[config.mk]
export PLATFORM = sky130hd
export DESIGN_NAME = async_updowncount
export DESIGN_NICKNAME = d
export VERILOG_FILES = /design/src/rtl/async_updowncount.sv
export SDC_FILE = /design/constraint.sdc
export NUM_CORES = 1
export LEC_CHECK = 0
export ABC_AREA = 1
export BUFFER_PORTS_ARGS = -buffer_cell sky130_fd_sc_hd__buf_2
export CAP_MARGIN = 40
export CORE_AREA = 2 2 39 41
export DETAILED_ROUTE_END_ITERATION = 6
export DIE_AREA = 0 0 41 43
export GPL_TIMING_DRIVEN = 0
export MAX_ROUTING_LAYER = met4
export PLACE_DENSITY = 0.36
export REMOVE_ABC_BUFFERS = 1
export SYNTH_ARGS = -nofsm -noshare
export SYNTH_HDL_FRONTEND = slang
export SYNTH_SLANG_ARGS = --single-unit
[constraint.sdc]
create_clock -name clk -period 1.3 [get_ports clk]
set_input_delay 0.065 -clock clk [delete_from_list [all_inputs] [get_ports clk]]
set_output_delay 0.065 -clock clk [all_outputs]
set_load 0.05 [all_outputs]
[src/rtl/async_updowncount.sv]
// async_updowncount: synchronous up/down counter with terminal count; define ASYNC_UPDOWNCOUNT_SAT_EN to saturate instead of wrap
module async_updowncount #(
  parameter int WIDTH = 3
) (
  input  logic             clk,
  input  logic             reset,
  input  logic             up_down,
  output logic [WIDTH-1:0] count,
  output logic             tc
);
  logic             at_limit;
  logic [WIDTH-1:0] count_nxt;
  always_comb begin
    at_limit = up_down ? &count : ~|count;
    tc = !reset && at_limit;
`ifdef ASYNC_UPDOWNCOUNT_SAT_EN
    count_nxt = reset ? '0 : at_limit ? count : up_down ? count + 1'b1 : count - 1'b1;
`else
    count_nxt = reset ? '0 : up_down ? count + 1'b1 : count - 1'b1;
`endif
  end
  always_ff @(posedge clk) count <= count_nxt;
endmodule

# Word level (Yosys, flattened, before mapping)
# Cells that the tools add are included.
# W data, S select, Z words.
# word_totals
register_bits	3
inputBits	3
output_inout_bits	4
elab_cells	10
# op_classes
addsub	2
muxes	2
reduce_logical	5
# ops
op	count
$add A3 B1 Y3 const B	1
$mux W3	1
$reduce_and A3 Y1	1
$reduce_or A3 Y1	1
$sub A3 B1 Y3 const B	1
$logic_not A1 Y1	2
$logic_and A1 B1 Y1	1
$mux W1	1

# Depth between registers and ports, before layout
# logic_depth
ltp_word	4
ltp_mapped	5
depth_no_buf	5

# Worst setup path after synthesis
# Ideal clock, no wire load.
# synth_path
path_type	register to output
from	register count[2]
to	output port tc
arrival_time_ns	1.556
required_time_ns	1.235
setup_slack_ns	-0.321
path_stages_with_launch	5
n_path_buf	0
path_cell_list	dfxtp_1 nand2_1 nor2_1 nor2_1 nor2_1
# synth_between
elab_chain_cells	4
word_cells_on_any_way	5
classes_between	mux (1); reduce/logical (4)
# synth_rtl
item	line_no	source
start: declaration	8	output logic [WIDTH-1:0] count,
start signal: assignment	22	always_ff @(posedge clk) count <= count_nxt;
$reduce_or A3 Y1	14	at_limit = up_down ? &count : ~|count;
$logic_not A1 Y1	14	
$mux W1 (*)	14	
$logic_and A1 B1 Y1 (*)	15	tc = !reset && at_limit;
end: declaration	9	output logic tc
# Every way passes the cells marked *; elsewhere a longest branch is shown, timed or not.

# Final worst setup path
# Same ends and word-level chain as after synthesis.

==> results.sh <==
export IMPL_critPathArrivalTime_ns=1.11
export IMPL_core_um2=1380
export IMPL_wl_per_cell_um=7.10
export IMPL_cp_slowest_cell="dfxtp_1"
export IMPL_die_area_um2=1760
export IMPL_cts_tree="done"
export IMPL_synth_avg_cell_area_um2=7.00
export IMPL_post_route_period_util_pct=90.1
export IMPL_hold_path_class="in -> reg"
export IMPL_diodes=0
export IMPL_firstDrtPassIters=1
export IMPL_synth_compound_area_share_pct=6.50
export IMPL_worst_pin_slew_ns=0.247
export IMPL_chipWidth_um=41
export IMPL_clk_pin_slew_ns=0.04
export IMPL_period_needed_ns=1.17
export IMPL_synth_area_um2=154
export IMPL_reg2reg_depth=3
export IMPL_drt_iter0_drc=0
export IMPL_gr_total_overflow=0
export IMPL_io_pins=7
export IMPL_grt_total_usage_pct=5.04
export IMPL_synth_mux_area_share_pct=0
export IMPL_postCtsSetupBuffers=0
export IMPL_drive_gt1_share_pct=34.4
export IMPL_syn_inst=22
export IMPL_via_per_inst=3.29
export IMPL_fillers=169
export IMPL_finalMaxSlewViolations=0
export IMPL_pwr_density_cell_nw_per_um2=1690
export IMPL_synth_seq_cells=3
export IMPL_finalWorstSetupSlack_ns=0.128
export IMPL_cts_num_sinks=3
export IMPL_crit_required_ns=1.24
export IMPL_min_from="reset"
export IMPL_htree_levels=1
export IMPL_cp_start_kind="flop"
export IMPL_clock_latency_ns=0.23
export IMPL_status="finished, final reports clean"
export IMPL_synthAdderAreaFrac_pct=13.0
export IMPL_antenna_left=0
export IMPL_crit_cells=5
export IMPL_place_congestion=0.614
export IMPL_clock_skew_ns=0.00105
export IMPL_antenna_found_initial=0
export IMPL_area_growth_pct=51.2
export IMPL_yosys_warnings=0
export IMPL_worstSetupEndpointType="output port"
export IMPL_cp_cell_sequence="nand2_1 > nor2_1 > nor2_1 > nor2_1 > buf_4"
export IMPL_pre_cts_slack_ns=0.254
export IMPL_largest_reg_flops=3
export IMPL_slowest_delay_ns=0.38
export IMPL_critPathLaunch="count[2]"
export IMPL_cap_viol_max_count=0
export IMPL_max_freq_ghz=0.854
export IMPL_grt_max_degree=5
export IMPL_ir_worst_vdd_uv=344
export IMPL_crit_path_frequent_cell="nor2_1"
export IMPL_port_buffers=6
export IMPL_synth_xor_xnor_area_share_pct=0
export IMPL_nets=37
export IMPL_yosysSeqAreaShare_pct=39.0
export IMPL_finalHoldViolations=0
export IMPL_chipHeight_um=43
export IMPL_largest_register="count"
export IMPL_r2r_start="count[0]"
export IMPL_numCtsBuffers=3
export IMPL_clk_root_buffer_cell="clkbuf_4"
export IMPL_first_global_vias=161
export IMPL_synth_top_family_by_area="simple AND/OR/NAND/NOR gates"
export IMPL_path_max_fanout=4
export IMPL_cp_top_family="flip-flops"
export IMPL_finalSetupViolCount=0
export IMPL_clk_path_buf_depth=2
export IMPL_rsz0062_at_grt="false"
export IMPL_holdPathStages=2
export IMPL_via_count=158
export IMPL_row_count=14
export IMPL_slew_headroom_pct=83.6
export IMPL_post_dp_hpwl_um=286
export IMPL_worst_setup_path_type="reg -> out"
export IMPL_drt_wl_total_um=341
export IMPL_critical_path_buf_inv_count=1
export IMPL_power_leakage_nw=0.121
export IMPL_synthSimpleGateAreaFrac_pct=31.7
export IMPL_grt_first_pass_wirelength_um=552
export IMPL_setup_tns_ns=0
export IMPL_start_util_pct=11.1
export IMPL_placed_area_um2=204
export IMPL_reg_top3="count (3)"
export IMPL_synth_cell_type_count=10
export IMPL_finish_instance_area_um2=233
export IMPL_drc=0
-- worst register-to-register path, stage by stage, from the launching register on --
cell     delay, ns
dfxtp_1       0.34
fa_1          0.42
a21oi_1       0.13
nor2_1        0.06
-- through the flow --
stage	hold slack, ns	instances	util (%)	total power, mW
floorplan	0.136	22	-	0.208
global placement	0.279	44	14.7	0.237
detailed placement	0.278	44	14.7	0.237
CTS	0.0313	48	16.6	0.405
global route	0.0608	48	16.8	0.427
finish	0.0389	48	16.8	0.394
-- synthesized netlist by cell type --
cell type / count / area (µm²)
inv_2: 1 / 3.75
o21ai_0: 1 / 5.00
dfxtp_1: 3 / 60.1
inv_1: 3 / 11.3
nand3_1: 1 / 5.00
nand2_1: 3 / 11.3
a21oi_1: 1 / 5.00
nor2_1: 7 / 26.3
nand2_2: 1 / 6.26
fa_1: 1 / 20.0
-- logic make-up after synthesis --
kind of cell,Yosys count
compound gates,2
flops,3
simple gates,12
buf+inv,4
fa+ha+maj,1
-- area by class of cell --
type,count,area (µm²),share of cell area [%]
multi-input combinational,15,78.8,33.9
sequential,3,60.1,25.8
timing repair buffer,6,32.5,14.0
clock buffer,4,26.3,11.3
tap,16,20.0,8.60
inverter,4,15.0,6.45
-- report_power, final --
part | internal [mW] | switching (mW)
Sequential | 0.105 | 0.0141
Combinational | 0.0323 | 0.0840
Clock | 0.115 | 0.0440
-- cell usage in the layout (no fill, tap or decap) --
cell      Yosys  layout
dfxtp_1       3       3
o21ai_0       1       1
buf_4         0       1
fa_1          1       1
nand2_1       3       3
clkbuf_1      0       1
clkbuf_4      0       3
a21oi_1       1       1
buf_2         0       5
nand3_1       1       1
inv_1         3       3
nand2_2       1       1
inv_2         1       1
nor2_1        7       7
-- timing repair --
action | CTS | global route
setup endpoints to repair | 0 | 1
hold buffers | 0 | 0
resized for setup | 0 | 2
-- path summary, 6_finish.rpt --
| kind | slack [ns] | to |
|---|---|---|
| worst max-delay path | 0.13 | tc |
| worst min register to register | 0.53 | count[0] |
| worst max register to register | 0.26 | count[2] |
| worst min-delay path | 0.04 | count[1] |
-- routing by layer --
metal  vias to the layer above  part of all wire, %  global-route usage [%]
met5                         -                    0                       -
met4                         0                    0                    6.00
met3                         0                  7.0                    1.57
met2                         3                   57                    6.88
met1                        71                   36                    4.82
li1                         84                    -                       -
Power figures use the tool's default switching activity.
